## config.mk

```make
export PLATFORM = sky130hd
export DESIGN_NAME = bytecode_prefetch_sequencer
export DESIGN_NICKNAME = d
export VERILOG_FILES = /design/src/rtl/bytecode_prefetch_sequencer.sv
export SDC_FILE = /design/constraint.sdc
export NUM_CORES = 1
export LEC_CHECK = 0
export CORE_MARGIN = 10
export CORE_UTILIZATION = 54
export DETAILED_ROUTE_END_ITERATION = 8
export PLACE_DENSITY = 0.78
export SYNTH_ARGS = -nofsm -noshare
export SYNTH_HDL_FRONTEND = slang
export SYNTH_SLANG_ARGS = --single-unit
```

## constraint.sdc

```tcl
create_clock -name clk -period 3.7 [get_ports clk]
set_input_delay 0.74 -clock clk [delete_from_list [all_inputs] [get_ports clk]]
set_output_delay 0.74 -clock clk [all_outputs]
set_load 0.005 [all_outputs]
```

## src/rtl/bytecode_prefetch_sequencer.sv

```systemverilog
`default_nettype none
// ============================================================================
//  Module      : bytecode_prefetch_sequencer
//  Description : Streams bytes from a 1-cycle-latency bytecode ROM and splits
//                them into variable-length instructions (opcode + operands).
//                Up to DEPTH assembled instructions are queued, and the head
//                is presented to the decoder over a start/ready handshake.
//
//  Ports
//    clk                 in   rising-edge clock
//    reset               in   synchronous, active-high reset
//    enable              in   fetch enable (0 = issue no new ROM reads)
//    rom_en              out  ROM read strobe
//    rom_address         out  ROM read address (holds when rom_en=0)
//    data_from_rom       in   byte for the address issued one cycle earlier
//    len_query_opcode    out  opcode being sized (= data_from_rom)
//    len_query_bytes     in   combinational total-length reply
//    start_for_decoder   out  instruction valid
//    ready_from_decoder  in   decoder accepts
//    data_for_decoder    out  packed instruction, byte k at [8k+7:8k]
//    instr_len           out  byte count of the presented instruction
//    jump_valid          in   redirect request      (PC_JUMP_EN only)
//    jump_address        in   redirect target       (PC_JUMP_EN only)
//
//  Optional feature macro : PC_JUMP_EN (adds the PC redirect ports)
//
//  Revision    : 1.0 - initial release
// ============================================================================
module bytecode_prefetch_sequencer #(
    parameter int ADDR_W    = 8,
    parameter int MAX_BYTES = 3,
    parameter int DEPTH     = 4,
    parameter int LEN_W     = 2
) (
    input  logic                   clk,
    input  logic                   reset,
    input  logic                   enable,
    output logic                   rom_en,
    output logic [ADDR_W-1:0]      rom_address,
    input  logic [7:0]             data_from_rom,
    output logic [7:0]             len_query_opcode,
    input  logic [LEN_W-1:0]       len_query_bytes,
    output logic                   start_for_decoder,
    input  logic                   ready_from_decoder,
    output logic [8*MAX_BYTES-1:0] data_for_decoder,
    output logic [LEN_W-1:0]       instr_len
`ifdef PC_JUMP_EN
    ,
    input  logic                   jump_valid,
    input  logic [ADDR_W-1:0]      jump_address
`endif
);

    localparam int c_DATA_W = 8 * MAX_BYTES;
    localparam int c_CNT_W  = $clog2(DEPTH + 1);
    localparam int c_PTR_W  = $clog2(DEPTH);

    localparam logic [0:0] c_ST_OPCODE  = 1'b0;
    localparam logic [0:0] c_ST_OPERAND = 1'b1;

    // ------------------------------------------------------------------
    // State
    // ------------------------------------------------------------------
    logic [ADDR_W-1:0]   r_pc;
    logic [ADDR_W-1:0]   r_addr_hold;
    logic                r_inflight;

    logic [0:0]          r_state;
    logic [0:0]          w_state_next;
    logic [c_DATA_W-1:0] r_bytes;
    logic [LEN_W-1:0]    r_len;
    logic [LEN_W-1:0]    r_idx;
    logic [LEN_W-1:0]    r_remaining;

    logic [c_DATA_W-1:0] r_q_data [DEPTH];
    logic [LEN_W-1:0]    r_q_len  [DEPTH];
    logic [c_PTR_W-1:0]  r_wr_ptr;
    logic [c_PTR_W-1:0]  r_rd_ptr;
    logic [c_CNT_W-1:0]  r_count;

    // ------------------------------------------------------------------
    // Redirect
    // ------------------------------------------------------------------
    logic w_jump;
`ifdef PC_JUMP_EN
    assign w_jump = jump_valid;
`else
    assign w_jump = 1'b0;
`endif

    // ------------------------------------------------------------------
    // Fetch: a slot is reserved for the instruction being assembled (or
    // whose byte is still in flight), so a read is issued only when the
    // queue is guaranteed to have room for its result.
    // ------------------------------------------------------------------
    logic              w_open;
    logic              w_room;
    logic [ADDR_W-1:0] w_pc_next;

    assign w_open = r_inflight | (r_state == c_ST_OPERAND);
    assign w_room = (int'(r_count) + int'(w_open)) < DEPTH;

    assign rom_en      = ~reset & enable & w_room;
    assign rom_address = rom_en ? r_pc : r_addr_hold;

    always_comb begin
        w_pc_next = rom_en ? (r_pc + ADDR_W'(1)) : r_pc;
`ifdef PC_JUMP_EN
        if (jump_valid) begin
            w_pc_next = jump_address;
        end
`endif
    end

    always_ff @(posedge clk) begin
        if (reset) begin
            r_pc        <= '0;
            r_addr_hold <= '0;
            r_inflight  <= 1'b0;
        end else begin
            r_pc       <= w_pc_next;
            r_inflight <= rom_en & ~w_jump;
            if (rom_en) begin
                r_addr_hold <= r_pc;
            end
        end
    end

    // ------------------------------------------------------------------
    // Assembler FSM
    // ------------------------------------------------------------------
    assign len_query_opcode = data_from_rom;

    logic [LEN_W-1:0]    w_len_fix;
    logic [c_DATA_W-1:0] w_merged;
    logic                w_push;
    logic [c_DATA_W-1:0] w_push_data;
    logic [LEN_W-1:0]    w_push_len;

    // Lengths outside 1..MAX_BYTES are treated as single-byte opcodes.
    assign w_len_fix = ((len_query_bytes == '0) || (int'(len_query_bytes) > MAX_BYTES))
                     ? LEN_W'(1) : len_query_bytes;

    always_comb begin
        w_merged = r_bytes;
        for (int k = 0; k < MAX_BYTES; k++) begin
            if (int'(r_idx) == k) begin
                w_merged[8*k +: 8] = data_from_rom;
            end
        end
    end

    always_comb begin
        w_state_next = r_state;
        w_push       = 1'b0;
        w_push_data  = w_merged;
        w_push_len   = r_len;
        if (r_inflight) begin
            case (r_state)
                c_ST_OPCODE: begin
                    if (w_len_fix == LEN_W'(1)) begin
                        w_push      = 1'b1;
                        w_push_data = c_DATA_W'(data_from_rom);
                        w_push_len  = LEN_W'(1);
                    end else begin
                        w_state_next = c_ST_OPERAND;
                    end
                end
                c_ST_OPERAND: begin
                    if (r_remaining == LEN_W'(1)) begin
                        w_push       = 1'b1;
                        w_state_next = c_ST_OPCODE;
                    end
                end
                default: w_state_next = c_ST_OPCODE;
            endcase
        end
    end

    always_ff @(posedge clk) begin
        if (reset || w_jump) begin
            r_state <= c_ST_OPCODE;
        end else begin
            r_state <= w_state_next;
        end
    end

    always_ff @(posedge clk) begin
        if (reset) begin
            r_bytes     <= '0;
            r_len       <= '0;
            r_idx       <= '0;
            r_remaining <= '0;
        end else if (r_inflight) begin
            if (r_state == c_ST_OPCODE) begin
                // Starting fresh clears the upper bytes so unused ones read 0.
                r_bytes     <= c_DATA_W'(data_from_rom);
                r_len       <= w_len_fix;
                r_idx       <= LEN_W'(1);
                r_remaining <= w_len_fix - LEN_W'(1);
            end else begin
                r_bytes     <= w_merged;
                r_idx       <= r_idx + LEN_W'(1);
                r_remaining <= r_remaining - LEN_W'(1);
            end
        end
    end

    // ------------------------------------------------------------------
    // Instruction queue
    // ------------------------------------------------------------------
    logic w_pop;
    logic w_do_push;

    assign start_for_decoder = (r_count != '0);
    assign w_pop             = start_for_decoder & ready_from_decoder;
    assign w_do_push         = w_push & ~w_jump;

    assign data_for_decoder = start_for_decoder ? r_q_data[r_rd_ptr] : '0;
    assign instr_len        = start_for_decoder ? r_q_len[r_rd_ptr]  : '0;

    function automatic logic [c_PTR_W-1:0] ptr_inc(input logic [c_PTR_W-1:0] p);
        return (p == c_PTR_W'(DEPTH - 1)) ? '0 : (p + c_PTR_W'(1));
    endfunction

    always_ff @(posedge clk) begin
        if (w_do_push) begin
            r_q_data[r_wr_ptr] <= w_push_data;
            r_q_len[r_wr_ptr]  <= w_push_len;
        end
    end

    always_ff @(posedge clk) begin
        if (reset || w_jump) begin
            r_wr_ptr <= '0;
            r_rd_ptr <= '0;
            r_count  <= '0;
        end else begin
            if (w_do_push) begin
                r_wr_ptr <= ptr_inc(r_wr_ptr);
            end
            if (w_pop) begin
                r_rd_ptr <= ptr_inc(r_rd_ptr);
            end
            case ({w_do_push, w_pop})
                2'b10:   r_count <= r_count + c_CNT_W'(1);
                2'b01:   r_count <= r_count - c_CNT_W'(1);
                default: r_count <= r_count;
            endcase
        end
    end

endmodule
`default_nettype wire
```

# Yosys cells after proc, flatten, opt, wreduce, memory -nomap -nowiden
# Memory sizes are Yosys's and may differ from the RTL's. A register that Yosys moved wholly into a read port is not among the register bits.
# Index checks and enable logic that the tools add are counted.
classes:
  n_addsub: 9
  magnitude_cmp: 1
  bitwise: 6
  n_eq_ne: 8
  muxes: 32
  n_reduce_logical: 5
op_table:
  columns: ["op", "n"]
  rows:
  - ["2-to-1 mux 24 bit", 5]
  - ["2-to-1 mux 8 bit", 4]
  - ["2-to-1 mux 2 bit", 13]
  - ["== test 2 bit (second input constant)", 5]
  - ["adder 8 x 1 -> 8 bit (second input constant)", 1]
  - ["2-to-1 mux 1 bit", 7]
  - ["adder 2 x 1 -> 2 bit (second input constant)", 3]
  - ["== test 2 x 1 -> 1 bit (second input constant)", 3]
  - ["one-hot mux 3 bit (2 select lines)", 1]
  - ["adder 3 x 1 -> 4 bit", 1]
  - ["logical NOT 2 bit", 2]
  - ["less-than comparator 4 x 3 -> 1 bit (second input constant)", 1]
  - ["one-hot mux 1 bit (2 select lines)", 2]
  - ["subtractor 2 x 1 -> 2 bit (second input constant)", 2]
  - ["adder 3 x 1 -> 3 bit (second input constant)", 1]
  - ["AND 1 bit", 3]
  - ["nonzero test 3 bit", 1]
  - ["subtractor 3 x 1 -> 3 bit (second input constant)", 1]
  - ["inverter 1 bit", 2]
  - ["AND reduction 2 bit", 1]
  - ["nonzero test 2 bit", 1]
  - ["OR 1 bit", 1]
word_totals:
  elab_cells: 74
  ram_bits: 104
  n_memories: 2
  regBits: 55
memory_table:
  columns: ["memory", "words", "width", "rd", "rd_clocked_by_memory_dff", "wr", "line_no", "rtl"]
  rows:
  - ["r_q_data", 4, 24, 1, 1, 1, "75", "logic [c_DATA_W-1:0] r_q_data [DEPTH];"]
  - ["r_q_len", 4, 2, 1, 1, 1, "76", "logic [LEN_W-1:0] r_q_len [DEPTH];"]

# Logic depth before layout (Yosys ltp)
# Gate-level depths: netlist of run 1.
logic_depth:
  ltp_word: 8
  mapped_depth: 11
  ltp_nobuf: 11

# Least setup slack after synthesis of run 1
# OpenSTA, ideal clock, no wires.
synth_timing:
  path_type: "input to register"
  from: "input len_query_bytes[1]"
  to: "register r_count[2]"
  arrival_ns: 2.272
  n_path_buf: 0
  t_required_ns: 3.630
  setup_ns: 0.070
  slack_ns: 1.358
  stages: 9
  path_cell_list: "nor2b_1 -> nor3_1 -> inv_1 -> ha_1 -> inv_1 -> fa_1 -> xor2_1 -> or3_1 -> a21oi_1"
synth_via:
  elab_chain_len: 8
synth_rtl:
  columns: ["item", "line_no", "rtl"]
  rows:
  - ["from (decl)", "42", "input logic [LEN_W-1:0] len_query_bytes,"]
  - ["logical NOT 2 bit", "141", "assign w_len_fix = ((len_query_bytes == '0) || (int'(len_query_bytes) > MAX_BYTES))"]
  - ["2-to-1 mux 2 bit *", "142", "? LEN_W'(1) : len_query_bytes;"]
  - ["== test 2 x 1 -> 1 bit *", "161", "if (w_len_fix == LEN_W'(1)) begin"]
  - ["2-to-1 mux 1 bit *", "161", null]
  - ["one-hot mux 1 bit (2 select lines) *", "159", "case (r_state)"]
  - ["2-to-1 mux 1 bit *", "158", "if (r_inflight) begin"]
  - ["== test 2 x 1 -> 1 bit / == test 2 bit (equally long branches)", "245", "case ({w_do_push, w_pop})"]
  - ["one-hot mux 3 bit (2 select lines) / nonzero test 2 bit (equally long branches)", null, null]
  - ["to (signal assigned)", "246", "2'b10: r_count <= r_count + c_CNT_W'(1);"]
  - ["to (signal assigned)", "247", "2'b01: r_count <= r_count - c_CNT_W'(1);"]
  - ["to (signal assigned)", "248", "default: r_count <= r_count;"]
  - ["to (decl)", "79", "logic [c_CNT_W-1:0] r_count;"]
# Every way passes the cells marked *; elsewhere a longest branch is shown, timed or not.
# A chain may end at the register's enable or synchronous reset.

# Final worst setup path of run 1
layout_timing:
  from: "input enable"
  to: "output rom_address[2]"
layout_via:
  elab_chain_len: 3
layout_rtl:
  columns: ["item", "line_no", "rtl"]
  rows:
  - ["from (decl)", "37", "input logic enable,"]
  - ["AND 1 bit (2 in a row)", "103", "assign rom_en = ~reset & enable & w_room;"]
  - ["2-to-1 mux 8 bit", null, null]
  - ["to (decl)", "39", "output logic [ADDR_W-1:0] rom_address,"]
# No other way between the ends.

==> results.sh, run 1 <==
export IMPL_status="complete, no violations"
export IMPL_layout_drive_gt1_share_pct=14.6
export IMPL_arrival_ns=2.55
export IMPL_relSlewSlack_pct=39.5
export IMPL_drt_iter0_drc=499
export IMPL_grt_max_degree=45
export IMPL_post_route_min_period_ns=3.29
export IMPL_synth_avg_cell_area_sq_um=12.6
export IMPL_swShare_pct=23.4
export IMPL_place_area_sq_mm=0.00766
export IMPL_synth_cell_types=43
export IMPL_synthSimpleGateAreaFrac_pct=13.9
export IMPL_power_frac_seq_pct=41.4
export IMPL_required_ns=2.96
export IMPL_synthToLayoutAreaGrowth_pct=19.8
export IMPL_grt_total_usage_pct=17.8
export IMPL_critPathMaxFanout=20
export IMPL_routed_via_density=5.85
export IMPL_slowest_stage="or3b_4"
export IMPL_finalCritPeriodShare_pct=88.8
export IMPL_clk_pin_slew_ns=0.06
export IMPL_synth_edf_count=104
export IMPL_max_stage_delay_ns=0.49
export IMPL_synth_yosys_warnings=0
export IMPL_drt_first_pass_iters=5
export IMPL_setup_viol=0
export IMPL_cts_resized=0
export IMPL_yosysTopAreaCell="edfxtp_1"
export IMPL_cts_tree="done"
export IMPL_die_h_um=134
export IMPL_async_flop_share_pct=0
export IMPL_ctsHtreeMaxLevel=4
export IMPL_ys_ff_latch=161
export IMPL_hold_path_class="flip-flop to flip-flop"
export IMPL_postCtsSetupBuffers=0
export IMPL_finalWirelength_mm=15.5
export IMPL_syn_cell_area_sq_mm=0.00697
export IMPL_power_frac_comb_pct=17.5
export IMPL_die_w_um=134
export IMPL_synth_most_common_cell="edfxtp_1"
export IMPL_synth_fa_ha_area_share_pct=2.26
export IMPL_power_density_mw_per_mm2=589
export IMPL_globalplace_congestion=0.799
export IMPL_synth_top_area_share_pct=44.8
export IMPL_fin_skew_ns=0.00938
export IMPL_routedWlPerCell_um=19.8
export IMPL_drcViolationCount=0
export IMPL_fmaxAchievable_ghz=0.304
export IMPL_antenna_found_initial=0
export IMPL_synth_common_cells="104 x edfxtp_1, 57 x dfxtp_1, 56 x a21oi_1, 51 x nor2b_1, 37 x o21ai_0"
export IMPL_drv_cap=0
export IMPL_rsz0062_at_grt="false"
export IMPL_synth_compound_area_share_pct=7.92
export IMPL_io_pins=58
export IMPL_core_area_sq_mm=0.0126
export IMPL_synth_xor_area_share_pct=0.251
export IMPL_io_buffers=57
export IMPL_tns_ns=0
export IMPL_synth_area_leaders="edfxtp_1 45%, dfxtp_1 16%, mux4_2 8.4%, nor2b_1 4.6%, a21oi_1 4.0%"
export IMPL_synthFlopType="edfxtp_1"
export IMPL_cts_root_buf="clkbuf_16"
export IMPL_hold_viol=0
export IMPL_grt_overflow=0
export IMPL_power_leakage_uw=0.00293
export IMPL_critPathKind="input port to output pin"
export IMPL_switching_power_uw=1150
export IMPL_grt_pass1_vias=4650
export IMPL_synthCells=553
export IMPL_muxShareOfSynthArea_pct=10.8
export IMPL_path_cells="clkdlybuf4s50_1, or3b_4, o21ai_0, nand2_1, clkdlybuf4s50_1"
export IMPL_slew_viol_final=0
export IMPL_syn_nets=579
export IMPL_cts_hold_buf=0
export IMPL_cts_max_path_buffers=2
export IMPL_crit_top_cell="clkdlybuf4s50_1"
export IMPL_cts_sinks=161
export IMPL_clk_latency_ns=0.42
export IMPL_cp_end_kind="output pin"
export IMPL_antenna_cells=0
export IMPL_fin_nets=625
export IMPL_clkPwrFrac_pct=41.2
export IMPL_dieArea_sq_mm=0.0178
export IMPL_ant_nets=0
export IMPL_ir_drop_v=0.000355
export IMPL_cts_inserted_buffers=17
export IMPL_worst_slack_ns=0.415
export IMPL_routed_via_count=4578
export IMPL_row_count=41
export IMPL_final_cell_area_sq_mm=0.00835
export IMPL_synth_top_family_by_area="simple AND/OR/NAND/NOR gates"
export IMPL_fin_util_pct=66.1
export IMPL_start_util_pct=55.2
export IMPL_seq_area_frac_synth_pct=61.2
export IMPL_grt_pass1_wl_mm=25.0
export IMPL_place_hpwl_mm=9.47
export IMPL_start_kind="input port"
export IMPL_worstMarginPinSlew_ns=0.907
export IMPL_internal_power_uw=3770
export IMPL_dp_slack_ns=0.402
==> layer usage <==
metal  up-vias  wire length, um  GRT usage (%)
li1       2109                -              -
met1      2303             6580           22.0
met2       146             7810           29.1
met3        20              838           4.25
met4         0              285           7.38
met5         -                0              0
==> worst max-delay path: cells and delay by family <==
kind / cells / cell delay (ns)
buffers and inverters: 2 / 0.92
AND/OR/NAND/NOR: 2 / 0.59
AO/OA/AOI/OAI: 1 / 0.29
==> metrics by stage <==
step / hold WS, ns / power, uW / instances
floorplan: 0.436 / 2530 / 553
global placement: 0.443 / 2910 / 752
detailed placement: 0.448 / 2940 / 752
CTS: 0.457 / 4950 / 783
global route: 0.481 / 5100 / 783
finish: 0.455 / 4920 / 783
==> final cells by class <==
cell class | count | area (sq um)
clock inverters | 14 | 262
fillers | 913 | 4270
clock buffers | 17 | 425
flip-flops and latches | 161 | 4270
inverters | 14 | 52.6
well taps | 172 | 215
multi-input cells | 335 | 2450
repair buffers | 70 | 676
==> worst paths after layout <==
check         startpoint  slack (ns)        endpoint  depth (start not counted)
max               enable        0.41  rom_address[2]                          5
min reg2reg  r_bytes[22]        0.46     r_bytes[22]                          2
max reg2reg   r_inflight        0.90      r_count[2]                          9
min          r_bytes[22]        0.46     r_bytes[22]                          2
==> logic make-up (layout without fill, tap and decap cells) <==
family / count (synthesis) / count (layout)
flops: 161 / 161
simple gates: 177 / 177
compound gates: 103 / 103
mux: 41 / 41
buf+inv: 57 / 115
xor+xnor: 2 / 2
fa+ha+maj: 12 / 12
==> layout by cell type, fill, tap and decap left out, types with 3 or more instances in the layout <==
cell	count
bufinv_16	7
nand2_1	27
nand3b_1	8
buf_4	12
clkdlybuf4s50_1	56
inv_1	14
nor2b_1	51
ha_1	11
nand3_1	16
mux2_2	11
a21oi_1	56
or3_1	4
mux2i_1	4
clkinv_4	3
and3_1	15
dfxtp_1	56
nor3_1	4
and2_1	4
nor2_1	31
o21ai_0	37
mux4_2	26
o31ai_1	4
edfxtp_1	104
nand4_1	4
clkbuf_16	17
==> sequential cells by signal, summed over array words and instances (netlist names), named ones only <==
| name | count |
|---|---|
| r_rd_ptr | 2 |
| r_wr_ptr | 2 |
| r_pc | 8 |
| r_bytes | 24 |
| r_q_len | 8 |
| r_q_data | 96 |
| r_count | 3 |
| r_len | 2 |
| r_idx | 2 |
| r_addr_hold | 8 |
| r_state | 1 |
| r_remaining | 2 |
| r_inflight | 1 |
==> power groups by stage <==
| stage | logic, uW | registers [uW] | clock network (uW) |
|---|---|---|---|
| after global routing | 940 | 2050 | 2120 |
| after CTS | 878 | 2040 | 2040 |
| after detailed placement | 864 | 2070 | 0 |
| final | 858 | 2030 | 2020 |
| after floorplan | 505 | 2020 | 0 |
| after global placement | 846 | 2070 | 0 |
No activity file was read; power rests on OpenSTA's default activity.
==> run 2, diff against run 1 <==
ABC_AREA = 1   (was not set)
GPL_TIMING_DRIVEN = 0   (was not set)
==> run 2 against run 1 <==
Critical path depth increased by 3; fmax increased by 3.9%; clock skew decreased by 0.00090 ns; final area increased by 2.5%; synthesized cell count increased by 36%; count of clock-buffer cells in the layout increased by 2; sequential share of layout area decreased by 1.3 points; combinational power decreased by 12%; setup slack improved by 0.12 ns; total power decreased by 8.4%; largest power group unchanged.
==> results.sh, run 2 <==
export IMPL_globalplace_congestion=0.859
export IMPL_start_kind="input port"
export IMPL_status="complete, no violations"
export IMPL_grtUsageMet2_pct=32.1
export IMPL_hold_path_class="flip-flop to flip-flop"
export IMPL_synth_avg_cell_area_sq_um=9.44
export IMPL_core_area_sq_mm=0.0128
export IMPL_n_fill_cell=973
export IMPL_final_cell_area_sq_mm=0.00855
export IMPL_largest_reg_flops=96
export IMPL_drt_first_pass_iters=4
export IMPL_top_usage_layer="met2"
export IMPL_synthToLayoutAreaGrowth_pct=20.4
export IMPL_syn_cell_area_sq_mm=0.00711
export IMPL_critPathKind="input port to output pin"
export IMPL_post_route_min_period_ns=3.16
export IMPL_syn_nets=779
export IMPL_fin_util_pct=67.0
export IMPL_mostFrequentLayoutCells="155 x nor2_1, 104 x edfxtp_1, 101 x nand2_1"
export IMPL_synth_top_area_share_pct=44.0
export IMPL_postCtsSetupBuffers=0
export IMPL_die_w_um=135
export IMPL_cts_resized=0
export IMPL_seq_area_frac_synth_pct=60.0
export IMPL_place_hpwl_mm=11.7
export IMPL_layout_commonest_cell="nor2_1"
export IMPL_drv_cap=0
export IMPL_synth_edf_count=104
export IMPL_ys_ff_latch=161
export IMPL_finalCritPeriodShare_pct=85.5
export IMPL_cts_root_buf="clkbuf_16"
export IMPL_arrival_ns=2.42
export IMPL_rsz0062_at_grt="false"
export IMPL_power_density_mw_per_mm2=526
export IMPL_grt_max_degree=27
export IMPL_relSlewSlack_pct=42.0
export IMPL_synth_cell_types=40
export IMPL_use_met3_pct=5.86
export IMPL_worst_slack_ns=0.538
export IMPL_routed_via_count=5428
export IMPL_start_util_pct=55.6
export IMPL_drt_iter0_drc=458
export IMPL_fin_skew_ns=0.00848
export IMPL_routed_via_density=5.35
export IMPL_clk_latency_ns=0.43
export IMPL_dieArea_sq_mm=0.0181
export IMPL_cts_tree="done"
export IMPL_clk_pin_slew_ns=0.06
export IMPL_antenna_found_initial=0
export IMPL_holdWs_ns=0.467
export IMPL_routedWlPerCell_um=16.2
export IMPL_antenna_cells=0
export IMPL_drcViolationCount=0
export IMPL_cts_sinks=161
export IMPL_synth_yosys_warnings=0
export IMPL_ctsHtreeMaxLevel=4
export IMPL_worstMarginPinSlew_ns=0.868
export IMPL_io_pins=58
export IMPL_io_buffers=56
export IMPL_row_count=41
export IMPL_finalWirelength_mm=16.5
export IMPL_synthCells=753
export IMPL_die_h_um=135
export IMPL_fmaxAchievable_ghz=0.316
export IMPL_grt_overflow=0
export IMPL_synthFlopType="edfxtp_1"
export IMPL_cp_end_kind="output pin"
export IMPL_ant_nets=0
export IMPL_setup_viol=0
export IMPL_grt_pass1_wl_mm=27.1
export IMPL_synth_most_common_cell="nor2_1"
export IMPL_hold_viol=0
export IMPL_grt_pass1_vias=5561
export IMPL_grt_use_met1_pct=21.1
export IMPL_power_leakage_uw=0.00321
export IMPL_critPathMaxFanout=10
export IMPL_required_ns=2.96
export IMPL_fin_nets=856
export IMPL_power_uw=4500
export IMPL_place_area_sq_mm=0.00796
export IMPL_synth_common_cells="159 x nor2_1, 104 x edfxtp_1, 101 x nand2_1, 67 x inv_1, 65 x o21ai_0"
export IMPL_cts_hold_buf=0
export IMPL_ir_drop_v=0.000267
export IMPL_biggestRegsByFlops="r_q_data (96), r_bytes (24)"
export IMPL_dp_slack_ns=0.528
export IMPL_grt_total_usage_pct=18.8
export IMPL_slew_viol_final=0
export IMPL_async_flop_share_pct=0
export IMPL_cts_inserted_buffers=17
export IMPL_cts_max_path_buffers=2
export IMPL_synth_area_leaders="edfxtp_1 44%, dfxtp_1 16%, nor2_1 8.4%, nand2_1 5.3%, o21ai_0 4.6%"
export IMPL_regMostFlops="r_q_data"
export IMPL_yosysTopAreaCell="edfxtp_1"
export IMPL_layout_drive_gt1_share_pct=11.4
-- run 2: cell type report --
cell class | count | area [sq um] | area share (%)
Inverter | 76 | 298 | 3.48
Tap cell | 172 | 215 | 2.52
Clock buffer | 19 | 433 | 5.06
Sequential cell | 161 | 4260 | 49.9
Buffer | 46 | 255 | 2.98
Timing Repair Buffer | 58 | 616 | 7.20
Clock inverter | 13 | 164 | 1.92
Multi-Input combinational cell | 470 | 2310 | 27.0
-- run 2: worst max-delay path, cell delays in order --
cell	delay (ns)
clkdlybuf4s50_1	0.50
nand3_4	0.11
nor2_8	0.20
inv_6	0.07
buf_8	0.15
o21ai_2	0.13
inv_1	0.06
clkdlybuf4s50_1	0.46
-- run 2: path summary, 6_finish.rpt --
check                           slack, ns  cells past startpoint            from             end
worst max-delay path                 0.54                      8          enable  rom_address[6]
worst min-delay path                 0.47                      2  r_addr_hold[3]  r_addr_hold[3]
worst max register to register       1.43                      7      r_inflight  r_q_data[1][8]
worst min register to register       0.47                      2  r_addr_hold[3]  r_addr_hold[3]
-- run 2: cell families (layout without fill, tap and decap cells) --
logic type / count (synthesis) / in the layout / synth area share, %
flops: 161 / 161 / 60.0
xor+xnor: 2 / 2 / 0.247
fa+ha+maj: 12 / 12 / 2.22
simple gates: 284 / 284 / 16.5
buf+inv: 122 / 212 / 7.78
compound gates: 172 / 172 / 13.3
-- run 2: power breakdown --
part           internal (uW)  total [uW]  switching (uW)
logic                    311         755             444
registers               1970        1990            23.2
clock network           1060        1760             697
total                   3340        4500            1160
-- run 2: layer usage --
metal | part of all wire (%) | vias to the layer above
met1 | 40 | 2563
met5 | 0 | -
met4 | 2.0 | 0
met3 | 8.7 | 27
li1 | - | 2635
met2 | 50 | 203
-- run 2: per-stage QoR --
step                TNS, ns  instances
floorplan                 0        753
global placement     -32.70        981
detailed placement        0        983
CTS                       0       1015
global route              0       1015
finish                    0       1015
==> run 3, diff against run 2 <==
CELL_PAD_IN_SITES_DETAIL_PLACEMENT = 0   (was not set)
CELL_PAD_IN_SITES_GLOBAL_PLACEMENT = 2   (was not set)
CORE_UTILIZATION = 40   (was 54)
PLACE_DENSITY = 0.88   (was 0.78)
==> run 3 against run 2 <==
Clock skew increased by 0.0027 ns; non-clock buffer count is 2 lower; combinational power is 0.8% higher; largest power group unchanged; die area up 29%; global-route usage shrank 4.3 points; sequential power is essentially flat; critical path depth down 2; clock power hardly changed; highest routed layer unchanged; fmax down 0.35%.
==> results.sh, run 3 (synthesis gave the netlist of run 2 again) <==
export IMPL_status="complete, no violations"
export IMPL_max_stage_delay_ns=0.56
export IMPL_hold_viol=0
export IMPL_drt_first_pass_iters=7
export IMPL_dp_slack_ns=0.527
export IMPL_place_hpwl_mm=12.0
export IMPL_rsz0062_at_grt="false"
export IMPL_power_leakage_uw=0.00320
export IMPL_ctsHtreeMaxLevel=4
export IMPL_layout_commonest_cell="nor2_1"
export IMPL_regArea_sq_mm=0.00426
export IMPL_power_frac_comb_pct=16.8
export IMPL_start_util_pct=40.9
export IMPL_routed_via_density=4.92
export IMPL_hold_path_class="flip-flop to flip-flop"
export IMPL_cts_sinks=161
export IMPL_grt_pass1_vias=5037
export IMPL_required_ns=2.96
export IMPL_path_cells="buf_2, inv_2, clkbuf_1, o21ai_0, a21oi_1, clkdlybuf4s50_1"
export IMPL_regMostFlops="r_q_data"
export IMPL_ant_nets=0
export IMPL_cts_resized=0
export IMPL_slowest_stage="clkdlybuf4s50_1"
export IMPL_start_kind="flip-flop"
export IMPL_antenna_found_initial=0
export IMPL_cts_hold_buf=0
export IMPL_internal_power_uw=3340
export IMPL_antenna_cells=0
export IMPL_finalWirelength_mm=17.3
export IMPL_holdWs_ns=0.468
export IMPL_power_frac_seq_pct=43.8
export IMPL_io_pins=58
export IMPL_cts_inserted_buffers=17
export IMPL_grt_total_usage_pct=14.5
export IMPL_fin_skew_ns=0.0112
export IMPL_multi_input_area_sq_mm=0.00232
export IMPL_post_route_min_period_ns=3.17
export IMPL_drcViolationCount=0
export IMPL_cts_max_path_buffers=2
export IMPL_mostFrequentLayoutCells="155 x nor2_1, 104 x edfxtp_1, 101 x nand2_1"
export IMPL_routed_via_count=5248
export IMPL_die_w_um=153
export IMPL_die_h_um=153
export IMPL_synthToLayoutAreaGrowth_pct=20.9
export IMPL_swShare_pct=26.3
export IMPL_io_buffers=56
export IMPL_dieArea_sq_mm=0.0235
export IMPL_slew_viol_final=0
export IMPL_fmaxAchievable_ghz=0.315
export IMPL_row_count=48
export IMPL_critPathMaxFanout=10
export IMPL_cpLargestDelayFamily="buffers and inverters"
export IMPL_drv_cap=0
export IMPL_arrival_ns=2.43
export IMPL_grt_pass1_wl_mm=27.2
export IMPL_routedWlPerCell_um=16.2
export IMPL_critPathBufInv=4
export IMPL_worstMarginPinSlew_ns=0.895
export IMPL_fin_util_pct=49.5
export IMPL_finalCritPeriodShare_pct=85.8
export IMPL_setup_viol=0
export IMPL_postCtsSetupBuffers=0
export IMPL_power_uw=4540
export IMPL_worst_slack_ns=0.527
export IMPL_fin_nets=854
export IMPL_drt_iter0_drc=403
export IMPL_cp_end_kind="output pin"
export IMPL_cts_root_buf="clkbuf_16"
export IMPL_switching_power_uw=1190
export IMPL_n_fill_cell=1610
export IMPL_layout_drive_gt1_share_pct=11.4
export IMPL_ir_drop_v=0.000338
export IMPL_cts_tree="done"
export IMPL_relSlewSlack_pct=40.2
export IMPL_core_area_sq_mm=0.0174
export IMPL_power_density_mw_per_mm2=528
export IMPL_critPathKind="flip-flop to output pin"
export IMPL_grt_overflow=0
export IMPL_clk_latency_ns=0.42
export IMPL_globalplace_congestion=0.814
export IMPL_clk_pin_slew_ns=0.07
export IMPL_largest_reg_flops=96
export IMPL_clkPwrFrac_pct=39.4
export IMPL_biggestRegsByFlops="r_q_data (96), r_bytes (24)"
export IMPL_grt_max_degree=27
run 3: cell types whose count changed in the layout (fill, tap and decap cells not counted):
cell,before,now
clkinvlp_4,2,1
nor2_4,3,5
clkbuf_1,14,12
buf_16,2,0
clkinv_4,6,7
inv_6,1,2
inv_8,0,1
nor2_2,3,1
run 3: power groups by stage:
stage | clock, uW | sequential, uW | combinational, uW
floorplan | 0 | 2020 | 420
global placement | 0 | 2020 | 751
detailed placement | 0 | 2030 | 773
CTS | 1820 | 1990 | 776
global route | 1890 | 1990 | 854
finish | 1790 | 1990 | 761
run 3: worst paths after layout:
check	from	to	slack, ns	cells after the start
worst max register to register	r_state	r_count[2]	1.38	14
worst min-delay path	r_addr_hold[3]	r_addr_hold[3]	0.47	2
worst max-delay path	flip-flop	data_for_decoder[7]	0.53	6
worst min register to register	r_addr_hold[3]	r_addr_hold[3]	0.47	2
run 3: area by class of cell:
cell class	count	area share, %
Buffer	46	2.97
Clock buffer	17	4.95
Clock inverter	15	2.16
Timing Repair Buffer	56	6.53
Sequential cell	161	49.7
Multi-Input combinational cell	470	27.0
Inverter	76	3.47
Tap cell	225	3.28
run 3: per-stage QoR:
step	cells	area, sq um	TNS, ns
2_1_floorplan	753	7110	0
6_report	1066	8590	0
3_3_place_gp	1034	7950	-49.89
3_5_place_dp	1034	7980	0
4_1_cts	1066	8590	0
5_1_grt	1066	8590	0
run 3: tightest hold or removal path: stages, from the launching register on:
cell and delay [ns]:
dfxtp_1 0.31, nand2_2 0.06, a21oi_1 0.05
run 3: routing by layer:
metal | vias up | part of all wire (%) | GRT usage [%]
li1 | 2639 | - | -
met1 | 2464 | 46 | 18.4
met2 | 128 | 48 | 23.8
met3 | 17 | 5.4 | 3.17
met4 | 0 | 1.1 | 5.36
met5 | - | 0 | 0
